`src/rtl/cpu_commit_seq_if.sv`:
```
// Bus between the execute stage / IO channels and the instruction-phase
// sequencer. The slave modport is the sequencer's side of the connection.
interface cpu_commit_seq_if #(
    parameter int PHASES = 4,
    parameter int PC_W   = 11,
    parameter int DATA_W = 8,
    parameter int NCH    = 1
);
    localparam int PH_W = $clog2(PHASES);

    logic                   stall;
    logic [PH_W-1:0]        phase;
    logic                   commit;
    logic [PC_W-1:0]        ex_pc;
    logic                   ex_intr_en;
    logic [PC_W-1:0]        ex_intr_pc;
    logic [PC_W-1:0]        ex_intr_vec;
    logic [NCH-1:0]         ex_ack;
    logic [NCH-1:0]         ex_tx_req;
    logic [NCH*DATA_W-1:0]  ex_tx_data;
    logic [NCH-1:0]         irr;
    logic [NCH*DATA_W-1:0]  rx_data;
    logic [NCH-1:0]         tx_busy;
    logic [PC_W-1:0]        pc;
    logic                   intr_en;
    logic [PC_W-1:0]        intr_pc;
    logic [PC_W-1:0]        intr_vec;
    logic [NCH-1:0]         sr_irr;
    logic [NCH*DATA_W-1:0]  sr_rx_data;
    logic [NCH-1:0]         sr_tx_busy;
    logic [NCH-1:0]         ack;
    logic [NCH-1:0]         tx_req;
    logic [NCH*DATA_W-1:0]  tx_data;

    modport master (
        output stall, ex_pc, ex_intr_en, ex_intr_pc, ex_intr_vec, ex_ack,
               ex_tx_req, ex_tx_data, irr, rx_data, tx_busy,
        input  phase, commit, pc, intr_en, intr_pc, intr_vec, sr_irr,
               sr_rx_data, sr_tx_busy, ack, tx_req, tx_data
    );

    modport slave (
        input  stall, ex_pc, ex_intr_en, ex_intr_pc, ex_intr_vec, ex_ack,
               ex_tx_req, ex_tx_data, irr, rx_data, tx_busy,
        output phase, commit, pc, intr_en, intr_pc, intr_vec, sr_irr,
               sr_rx_data, sr_tx_busy, ack, tx_req, tx_data
    );
endinterface

```
`src/rtl/cpu_commit_seq.sv`:
```
// Instruction-phase sequencer and special-register commit unit.
// A phase counter splits each instruction into PHASES clocks; at
// COMMIT_PHASE (unless stalled) the execute-stage next state and the
// external IO inputs are registered. Interrupt requests are captured in a
// sticky pending register so single-cycle pulses between commits survive.
module cpu_commit_seq #(
    parameter int PHASES       = 4,
    parameter int COMMIT_PHASE = 2,
    parameter int PC_W         = 11,
    parameter int DATA_W       = 8,
    parameter int NCH          = 1,
    parameter int RESET_PC     = 0
) (
    input  logic              clk,
    input  logic              reset,
    cpu_commit_seq_if.slave   bus
);
    localparam int              PH_W       = $clog2(PHASES);
    localparam logic [PH_W-1:0] LAST_PH    = PH_W'(PHASES - 1);
    localparam logic [PH_W-1:0] CMT_PH     = PH_W'(COMMIT_PHASE);

    logic [PH_W-1:0]        phase_q;
    logic                   commit;
    logic [NCH-1:0]         ack_clr;
    logic [NCH-1:0]         pend_q;
    logic [PC_W-1:0]        pc_q;
    logic                   intr_en_q;
    logic [PC_W-1:0]        intr_pc_q;
    logic [PC_W-1:0]        intr_vec_q;
    logic [NCH-1:0]         sr_irr_q;
    logic [NCH*DATA_W-1:0]  sr_rx_data_q;
    logic [NCH-1:0]         sr_tx_busy_q;
    logic [NCH-1:0]         ack_q;
    logic [NCH-1:0]         tx_req_q;
    logic [NCH*DATA_W-1:0]  tx_data_q;

    // Reset gates commit so nothing registers while reset is held, even
    // when COMMIT_PHASE is 0 and the counter already sits there.
    assign commit  = ~reset & ~bus.stall & (phase_q == CMT_PH);
    assign ack_clr = commit ? bus.ex_ack : '0;

    // Phase counter: counts 0..PHASES-1 and wraps, frozen while stalled.
    always_ff @(posedge clk) begin
        if (reset) begin
            phase_q <= '0;
        end else if (!bus.stall) begin
            phase_q <= (phase_q == LAST_PH) ? '0 : phase_q + 1'b1;
        end
    end

    // Sticky interrupt pending: set by irr every clock, cleared only by a
    // committing acknowledge; a coincident set wins over the clear.
    always_ff @(posedge clk) begin
        if (reset) begin
            pend_q <= '0;
        end else begin
            pend_q <= bus.irr | (pend_q & ~ack_clr);
        end
    end

    // Commit registers: execute next-state and sampled IO, held between commits.
    always_ff @(posedge clk) begin
        if (reset) begin
            pc_q         <= PC_W'(RESET_PC);
            intr_en_q    <= 1'b0;
            intr_pc_q    <= '0;
            intr_vec_q   <= '0;
            sr_irr_q     <= '0;
            sr_rx_data_q <= '0;
            sr_tx_busy_q <= '0;
            ack_q        <= '0;
            tx_req_q     <= '0;
            tx_data_q    <= '0;
        end else if (commit) begin
            pc_q         <= bus.ex_pc;
            intr_en_q    <= bus.ex_intr_en;
            intr_pc_q    <= bus.ex_intr_pc;
            intr_vec_q   <= bus.ex_intr_vec;
            sr_irr_q     <= pend_q | bus.irr;
            sr_rx_data_q <= bus.rx_data;
            sr_tx_busy_q <= bus.tx_busy;
            ack_q        <= bus.ex_ack;
            tx_req_q     <= bus.ex_tx_req;
            tx_data_q    <= bus.ex_tx_data;
        end
    end

    assign bus.phase      = phase_q;
    assign bus.commit     = commit;
    assign bus.pc         = pc_q;
    assign bus.intr_en    = intr_en_q;
    assign bus.intr_pc    = intr_pc_q;
    assign bus.intr_vec   = intr_vec_q;
    assign bus.sr_irr     = sr_irr_q;
    assign bus.sr_rx_data = sr_rx_data_q;
    assign bus.sr_tx_busy = sr_tx_busy_q;
    assign bus.ack        = ack_q;
    assign bus.tx_req     = tx_req_q;
    assign bus.tx_data    = tx_data_q;
endmodule

```
`src/flat_wrapper.sv`:
```
// flat-port wrapper written by rule: the top's interface ports become plain ports
module cpu_commit_seq_flat 
#(
    parameter int PHASES       = 4,
    parameter int COMMIT_PHASE = 2,
    parameter int PC_W         = 11,
    parameter int DATA_W       = 8,
    parameter int NCH          = 1,
    parameter int RESET_PC     = 0
)
  (clk, reset, bus_stall, bus_ex_pc, bus_ex_intr_en, bus_ex_intr_pc, bus_ex_intr_vec, bus_ex_ack, bus_ex_tx_req, bus_ex_tx_data, bus_irr, bus_rx_data, bus_tx_busy, bus_phase, bus_commit, bus_pc, bus_intr_en, bus_intr_pc, bus_intr_vec, bus_sr_irr, bus_sr_rx_data, bus_sr_tx_busy, bus_ack, bus_tx_req, bus_tx_data);
  cpu_commit_seq_if #(.PHASES(PHASES), .PC_W(PC_W), .DATA_W(DATA_W), .NCH(NCH)) bus_i ();
  input  logic clk;
  input  logic reset;
  input wire logic [$bits(bus_i.stall)-1:0] bus_stall;
  input wire logic [$bits(bus_i.ex_pc)-1:0] bus_ex_pc;
  input wire logic [$bits(bus_i.ex_intr_en)-1:0] bus_ex_intr_en;
  input wire logic [$bits(bus_i.ex_intr_pc)-1:0] bus_ex_intr_pc;
  input wire logic [$bits(bus_i.ex_intr_vec)-1:0] bus_ex_intr_vec;
  input wire logic [$bits(bus_i.ex_ack)-1:0] bus_ex_ack;
  input wire logic [$bits(bus_i.ex_tx_req)-1:0] bus_ex_tx_req;
  input wire logic [$bits(bus_i.ex_tx_data)-1:0] bus_ex_tx_data;
  input wire logic [$bits(bus_i.irr)-1:0] bus_irr;
  input wire logic [$bits(bus_i.rx_data)-1:0] bus_rx_data;
  input wire logic [$bits(bus_i.tx_busy)-1:0] bus_tx_busy;
  output wire logic [$bits(bus_i.phase)-1:0] bus_phase;
  output wire logic [$bits(bus_i.commit)-1:0] bus_commit;
  output wire logic [$bits(bus_i.pc)-1:0] bus_pc;
  output wire logic [$bits(bus_i.intr_en)-1:0] bus_intr_en;
  output wire logic [$bits(bus_i.intr_pc)-1:0] bus_intr_pc;
  output wire logic [$bits(bus_i.intr_vec)-1:0] bus_intr_vec;
  output wire logic [$bits(bus_i.sr_irr)-1:0] bus_sr_irr;
  output wire logic [$bits(bus_i.sr_rx_data)-1:0] bus_sr_rx_data;
  output wire logic [$bits(bus_i.sr_tx_busy)-1:0] bus_sr_tx_busy;
  output wire logic [$bits(bus_i.ack)-1:0] bus_ack;
  output wire logic [$bits(bus_i.tx_req)-1:0] bus_tx_req;
  output wire logic [$bits(bus_i.tx_data)-1:0] bus_tx_data;
  assign bus_i.stall = bus_stall;
  assign bus_i.ex_pc = bus_ex_pc;
  assign bus_i.ex_intr_en = bus_ex_intr_en;
  assign bus_i.ex_intr_pc = bus_ex_intr_pc;
  assign bus_i.ex_intr_vec = bus_ex_intr_vec;
  assign bus_i.ex_ack = bus_ex_ack;
  assign bus_i.ex_tx_req = bus_ex_tx_req;
  assign bus_i.ex_tx_data = bus_ex_tx_data;
  assign bus_i.irr = bus_irr;
  assign bus_i.rx_data = bus_rx_data;
  assign bus_i.tx_busy = bus_tx_busy;
  assign bus_phase = bus_i.phase;
  assign bus_commit = bus_i.commit;
  assign bus_pc = bus_i.pc;
  assign bus_intr_en = bus_i.intr_en;
  assign bus_intr_pc = bus_i.intr_pc;
  assign bus_intr_vec = bus_i.intr_vec;
  assign bus_sr_irr = bus_i.sr_irr;
  assign bus_sr_rx_data = bus_i.sr_rx_data;
  assign bus_sr_tx_busy = bus_i.sr_tx_busy;
  assign bus_ack = bus_i.ack;
  assign bus_tx_req = bus_i.tx_req;
  assign bus_tx_data = bus_i.tx_data;
  cpu_commit_seq #(.PHASES(PHASES), .COMMIT_PHASE(COMMIT_PHASE), .PC_W(PC_W), .DATA_W(DATA_W), .NCH(NCH), .RESET_PC(RESET_PC)) u_core (.clk(clk), .reset(reset), .bus(bus_i));
endmodule
```
`config.mk`:
```
export PLATFORM = sky130hd
export DESIGN_NAME = cpu_commit_seq_flat
export DESIGN_NICKNAME = d
export VERILOG_FILES = /design/src/rtl/cpu_commit_seq_if.sv /design/src/rtl/cpu_commit_seq.sv /design/src/flat_wrapper.sv
export SDC_FILE = /design/constraint.sdc
export NUM_CORES = 1
export LEC_CHECK = 0
export BUFFER_PORTS_ARGS = -buffer_cell sky130_fd_sc_hd__buf_2
export CAP_MARGIN = 0
export CORE_ASPECT_RATIO = 0.6
export CORE_MARGIN = 10
export CORE_UTILIZATION = 43
export CTS_CLUSTER_DIAMETER = 200
export DETAILED_ROUTE_END_ITERATION = 7
export PLACE_DENSITY_LB_ADDON = 0.2
export SETUP_SLACK_MARGIN = 0.15
export SLEW_MARGIN = 10
export SYNTH_ARGS = -nofsm -noshare
export SYNTH_HDL_FRONTEND = slang
export SYNTH_SLANG_ARGS = --single-unit
```
`constraint.sdc`:
```
create_clock -name clk -period 1.6 [get_ports clk]
set_clock_uncertainty 0.1 [all_clocks]
set_input_delay 0.08 -clock clk [delete_from_list [all_inputs] [get_ports clk]]
set_output_delay 0.08 -clock clk [all_outputs]
set_load 0.02 [all_outputs]
```
==> results of run 1 <==
-- sequential cells by signal, indices dropped and copies added, names as in the netlist --
signal / cells
u_core.bus.intr_pc: 11
u_core.bus.intr_vec: 11
u_core.bus.intr_en: 1
u_core.bus.sr_tx_busy: 1
u_core.bus.sr_rx_data: 8
u_core.bus.tx_data: 8
u_core.bus.phase: 2
u_core.bus.pc: 11
u_core.bus.sr_irr: 1
u_core.bus.tx_req: 1
u_core.pend_q: 1
u_core.bus.ack: 1
-- worst max-delay path, cell delays in order, from the launching register on --
cell	delay (ns)
dfxtp_2	0.33
inv_2	0.04
ha_4	0.16
buf_6	0.11
nor2b_4	0.12
buf_12	0.15
clkbuf_16	0.17
nand2_1	0.09
a21oi_2	0.05
-- synthesized netlist by cell type --
master / instances / area share
inv_1: 1 / 0.0019
buf_2: 7 / 0.017
a21oi_1: 56 / 0.14
buf_6: 6 / 0.033
dfxtp_1: 57 / 0.56
nor2_1: 6 / 0.011
nand2_1: 105 / 0.19
nor3_1: 3 / 0.0074
ha_1: 2 / 0.012
nand3b_1: 1 / 0.0037
buf_1: 2 / 0.0037
nand2b_1: 1 / 0.0031
clkbuf_1: 3 / 0.0056
nor2b_1: 1 / 0.0031
-- timing repair --
item / 4_1_cts / 5_1_grt
cloned: 1 / 6
pin swaps: 1 / 16
setup buffers: 6 / 2
gates resized for setup: 7 / 40
endpoints found under the setup margin: 11 / 53
hold buffers: 54 / 0
hold endpoints to repair: 55 / 0
-- final cells by class --
| cell class | instances | area, µm² | area share |
|---|---|---|---|
| inverter | 1 | 3.75 | 0.000994 |
| clock buffer | 14 | 183 | 0.0484 |
| clock inverter | 2 | 10.0 | 0.00265 |
| tap | 63 | 78.8 | 0.0209 |
| timing repair buffer | 187 | 1430 | 0.380 |
| multi-input combinational | 175 | 922 | 0.244 |
| sequential | 57 | 1150 | 0.303 |
-- per-stage QoR --
| step | hold slack (ns) | cells |
|---|---|---|
| after detailed placement | 0.224 | 414 |
| after global placement | 0.218 | 414 |
| after global routing | 0.0299 | 499 |
| final | 0.0145 | 499 |
| after CTS | 0.0000338 | 491 |
| after floorplan | 0.0974 | 251 |
-- kinds of logic (layout without fill, tap and decap cells) --
family | after synthesis | in the layout
AO/OA/AOI/OAI | 56 | 56
adder cells (fa/ha/maj) | 2 | 2
buffers and inverters | 19 | 204
flip-flops | 57 | 57
AND/OR/NAND/NOR | 117 | 117
-- worst paths after layout --
| kind | startpoint | end | slack [ns] | cells after the start |
|---|---|---|---|---|
| max | u_core.bus.phase[0]$_SDFFE_PP0N_ | u_core.bus.intr_vec[1]$_SDFFE_PP0P_ | 0.13 | 8 |
| max reg2reg | u_core.bus.phase[0]$_SDFFE_PP0N_ | u_core.bus.intr_vec[1]$_SDFFE_PP0P_ | 0.13 | 8 |
| min | bus_stall | u_core.bus.phase[1]$_SDFFE_PP0N_ | 0.01 | 3 |
| min reg2reg | u_core.bus.intr_pc[9]$_SDFFE_PP0P_ | u_core.bus.intr_pc[9]$_SDFFE_PP0P_ | 0.35 | 2 |
-- where the power goes --
group	switching, W	internal, W
clock network	0.000543	0.000726
logic	0.000222	0.000250
registers	0.0000192	0.00146
-- layer usage --
layer  GRT usage  routed length, µm  vias up  share of wire
li1            -                  -     1167              -
met1       0.199               3380     1096           0.40
met2       0.291               4180       95           0.50
met3       0.104                759       11          0.090
met4      0.0568                 83        0         0.0099
met5           0                  0        -              0
==> metrics.md, run 1 <==
| Metric | Value |
|---|---|
| Status | `complete, no violations` |
| Starting Density | `0.443` |
| Post-synthesis instance total | `251` |
| IO Pins | `114` |
| Nets | `between 400 and 500` |
| Endpoints failing hold | `0` |
| Filler cell count | `between 200 and 300` |
| Clock transition at path regs | `about 0.06 ns` |
| Yosys warns | `0` |
| Pwr Density | `851 nW/µm²` |
| WL/cell | `16.8 µm` |
| Pre-Repair DR Iteration Count | `4` |
| Vias in the first global route | `2,242` |
| FMAX | `between 600 and 700 MHz` |
| Sequential area share after synthesis | `0.564` |
| Compound-gate portion of the synthesized area | `0.139` |
| Gr ovfl total | `0` |
| Share of cells above drive strength 1 | `0.429` |
| TritonCTS Buffers | `9` |
| Post-DP HPWL | `4510 µm` |
| PortBufs | `around 110` |
| Largest net degree at the start of global routing | `54` |
| RSZ-0062 raised after global routing | `yes` |
| Most frequent cells in the layout | `buf_2 (112), nand2_1 (93), dfxtp_1 (55), dlygate4sd3_1 (54), a21oi_1 (38)` |
| Initial antenna violation count | `0` |
| CTS tree | `yes` |
| Antenna cell count | `0` |
| #FFs+latches synth | `57` |
| Synth unique cells | `14` |
| Die area | `7940 µm²` |
| Worst Max-Slew Pin Slew | `0.527 ns` |
| Placed Area | `2660 µm²` |
| Num rows | `19` |
| Most common cell after layout, fill and taps aside | `buf_2` |
| Mean number of vias per cell | `4.75` |
| Adder-Cell Fraction of Synth Area | `0.0124` |
| Htree depth | `3` |
| # DRC | `0` |
| Syn nets | `310` |
| Period minus WS final | `between 1 and 1.5 ns` |
| Setup Viol. Count Final | `0` |
| CP arrival | `1.58 ns` |
| Main combinational cell family by area after synthesis | `simple AND/OR/NAND/NOR gates` |
| Post-Place Setup Slack | `0.142 ns` |
| Average size of a mapped cell | `slightly above 8 µm²` |
| Drt initial violations | `122` |
| Leak | `1.71 nW` |
| Core area | `4560 µm²` |
| CP max FO | `7` |
| Synth Area in Simple Gates | `0.223` |
| WS Path Type | `flip-flop to flip-flop` |
| Via count | `2,369` |
| Clock Path Buffers | `2` |
| GRT Overall Usage | `0.181` |
| Post-route ant nets | `0` |
| Crit share post-route | `0.919` |
| Routed WL | `8400 µm` |
| Synth Area in XOR/XNOR | `0` |
| Area of the mapped netlist | `approximately 2000 µm²` |
| Worst skew pair latency | `0.34 ns` |
| CP required | `1.70 ns` |
| Mux share of post-synthesis cell area | `0` |
| Setup_tns | `0 ns` |
| Layout Utilization | `0.828` |
| Crit end category | `flip-flop` |
| Cell area after layout | `around 3800 µm²` |
| DIE HEIGHT | `73.1 µm` |
| Setup WS post-layout | `0.129 ns` |
| Overall power | `0.00322 W` |
| Hold Path Class | `input port to flip-flop` |
| Routability cong. | `0.755` |
| Worst setup SP type | `flip-flop` |
| Worst rel slew slack | `0.648` |
| First-pass GRT wire length | `11,300 µm` |
| Max VDD drop | `0.676 mV` |
| Sink Count | `57` |
| Final slew viol count | `0` |
| Area grow syn2layout | `86.7%` |
| Max_cap viols | `0` |
| Die W | `109 µm` |
| Root Driver | `clkbuf_8` |
Note: power is estimated with default switching activity, not from simulation.
==> inputs of run 2 (changes only) <==
- SETUP_SLACK_MARGIN: 0.15 -> 0.2
==> metrics.md, run 2 (synthesis results as in run 1) <==
| Metric | Value |
|---|---|
| Filler cell count | `303 (was 274)` |
| Setup Viol. Count Final | `0 (unchanged)` |
| Worst path slowest cell | `dfxtp_4 (was dfxtp_2)` |
| Top Family by Delay on Critical Path | `buffers and inverters (unchanged)` |
| CTS tree | `yes (unchanged)` |
| Routed WL | `7740 µm (was 8400 µm)` |
| # DRC | `0 (unchanged)` |
| Drt initial violations | `70 (was 122)` |
| GRT Overall Usage | `0.177 (was 0.181)` |
| Worst skew pair latency | `0.33 ns (was 0.34 ns)` |
| Pwr Density | `897 nW/µm² (was 851 nW/µm²)` |
| Slowest cell delay on critical path | `0.36 ns (was 0.33 ns)` |
| CP required | `1.71 ns (was 1.70 ns)` |
| First-pass GRT wire length | `11,100 µm (was 11,300 µm)` |
| Hold Path Class | `input port to flip-flop (unchanged)` |
| WL/cell | `15.6 µm (was 16.8 µm)` |
| IO Pins | `114 (unchanged)` |
| Routability cong. | `0.751 (was 0.755)` |
| Die area | `7940 µm² (unchanged)` |
| Via count | `2,354 (was 2,369)` |
| Setup_tns | `0 ns (unchanged)` |
| Gr ovfl total | `0 (unchanged)` |
| Starting Density | `0.443 (unchanged)` |
| PortBufs | `113 (unchanged)` |
| Nets | `488 (was 490)` |
| Multi-input gate area | `901 µm² (was 922 µm²)` |
| WS Path Type | `flip-flop to flip-flop (unchanged)` |
| FMAX | `682 MHz (was 680 MHz)` |
| Period minus WS final | `1.47 ns (about the same)` |
| Clock Path Buffers | `2 (unchanged)` |
| Post-route ant nets | `0 (unchanged)` |
| Worst Max-Slew Pin Slew | `0.363 ns (was 0.527 ns)` |
| Most common cell after layout, fill and taps aside | `buf_2 (unchanged)` |
| Worst rel slew slack | `0.758 (was 0.648)` |
| Area grow syn2layout | `86.3% (was 86.7%)` |
| DIE HEIGHT | `73.1 µm (unchanged)` |
| Crit-path cells | `inv_4 > ha_4 > buf_6 > nor2b_4 > buf_12 > clkbuf_16 > nor2_2 > nor3_2 (was inv_2 > ha_4 > buf_6 > nor2b_4 > buf_12 > clkbuf_16 > nand2_1 > a21oi_2)` |
| Share of cells above drive strength 1 | `0.408 (was 0.429)` |
| Die W | `109 µm (unchanged)` |
| Sequential Area | `1150 µm² (about the same)` |
| CP arrival | `1.57 ns (was 1.58 ns)` |
| Endpoints failing hold | `0 (unchanged)` |
| Final slew viol count | `0 (unchanged)` |
| Crit share post-route | `0.917 (was 0.919)` |
| Sink Count | `57 (unchanged)` |
| Core area | `4560 µm² (unchanged)` |
| Status | `complete, no violations (unchanged)` |
| Num rows | `19 (unchanged)` |
| Vias in the first global route | `2,276 (was 2,242)` |
| Post-DP HPWL | `4370 µm (was 4510 µm)` |
| Worst setup SP type | `flip-flop (unchanged)` |
| Initial antenna violation count | `0 (unchanged)` |
| Clock transition at path regs | `0.06 ns (about the same)` |
| TritonCTS Buffers | `9 (unchanged)` |
| Max_cap viols | `0 (unchanged)` |
| Max VDD drop | `0.723 mV (was 0.676 mV)` |
| Most frequent cells in the layout | `buf_2 (112), nand2_1 (96), dlygate4sd3_1 (55), dfxtp_1 (55), a21oi_1 (43) (was buf_2 (112), nand2_1 (93), dfxtp_1 (55), dlygate4sd3_1 (54), a21oi_1 (38))` |
| Pre-Repair DR Iteration Count | `6 (was 4)` |
| Leak | `1.71 nW (about the same)` |
| RSZ-0062 raised after global routing | `yes (unchanged)` |
| Htree depth | `3 (unchanged)` |
| Mean number of vias per cell | `4.74 (was 4.75)` |
| Largest net degree at the start of global routing | `30 (was 54)` |
| Worst Path Buf+Inv | `4 (unchanged)` |
| Crit end category | `flip-flop (unchanged)` |
| Antenna cell count | `0 (unchanged)` |
| Root Driver | `clkbuf_8 (unchanged)` |
| Min Hold Slack | `0.0255 ns (was 0.0145 ns)` |
| CP max FO | `6 (was 7)` |
[run 2: cell count changes in the layout (fill, tap and decap cells not counted), moves of 2 or more]
| cell | previous run | this run |
|---|---|---|
| nand2_2 | 7 | 3 |
| a21oi_2 | 18 | 13 |
| buf_6 | 4 | 2 |
| nand2_1 | 93 | 96 |
| clkbuf_16 | 3 | 5 |
| clkbuf_8 | 13 | 11 |
| a21oi_1 | 38 | 43 |
[run 2: timing repair]
action                     in CTS  in global routing
hold endpoints to repair       56                  0
gates cloned                    1                  4
hold buffers                   55                  0
setup endpoints to repair      38                 55
pin swaps                       1                 10
gates resized for setup         7                 33
setup buffers                   5                  1
[run 2: tightest hold or removal path, stage by stage]
cell and delay [ns]:
buf_2 0.16, a21oi_1 0.10, nor2_1 0.08
[run 2: power breakdown]
group / internal (W) / switching, W
clock: 0.000893 / 0.000560
combinational: 0.000243 / 0.000210
sequential: 0.00145 / 0.0000208
total: 0.00259 / 0.000791
[run 2: final timing paths]
| kind | start | endpoint | slack (ns) | depth (start not counted) |
|---|---|---|---|---|
| hold reg to reg | u_core.bus.intr_vec[6]$_SDFFE_PP0P_ | u_core.bus.intr_vec[6]$_SDFFE_PP0P_ | 0.35 | 2 |
| hold / removal | bus_stall | u_core.bus.phase[0]$_SDFFE_PP0N_ | 0.03 | 3 |
| setup reg to reg | u_core.bus.phase[0]$_SDFFE_PP0N_ | u_core.bus.sr_irr$_SDFFE_PP0P_ | 0.13 | 8 |
| setup / recovery | u_core.bus.phase[0]$_SDFFE_PP0N_ | u_core.bus.sr_irr$_SDFFE_PP0P_ | 0.13 | 8 |
[run 2: through the flow]
step                      cells  worst slack, ns  utilization  total power (W)  area, µm²
final                       497            0.133        0.826          0.00338       3770
after CTS                   492            0.167        0.774          0.00335       3530
after detailed placement    415            0.146        0.583          0.00178       2660
after floorplan             251            0.211            -          0.00164       2030
after global routing        497           0.0898        0.826          0.00351       3770
after global placement      415            0.220        0.583          0.00177       2660
[run 2: routing by layer]
| layer | part of all wire | track usage | vias up |
|---|---|---|---|
| met2 | 0.50 | 0.312 | 76 |
| met1 | 0.41 | 0.184 | 1111 |
| met3 | 0.083 | 0.0820 | 7 |
| met5 | 0 | 0 | - |
| met4 | 0.0093 | 0.0568 | 0 |
| li1 | - | - | 1160 |
[run 2: final cells by class]
cell class	count	area share
clock buffer	12	0.0468
clock inverter	4	0.0126
inverter	1	0.00166
multi-input combinational	175	0.239
sequential	57	0.305
tap	63	0.0209
timing repair buffer	185	0.374
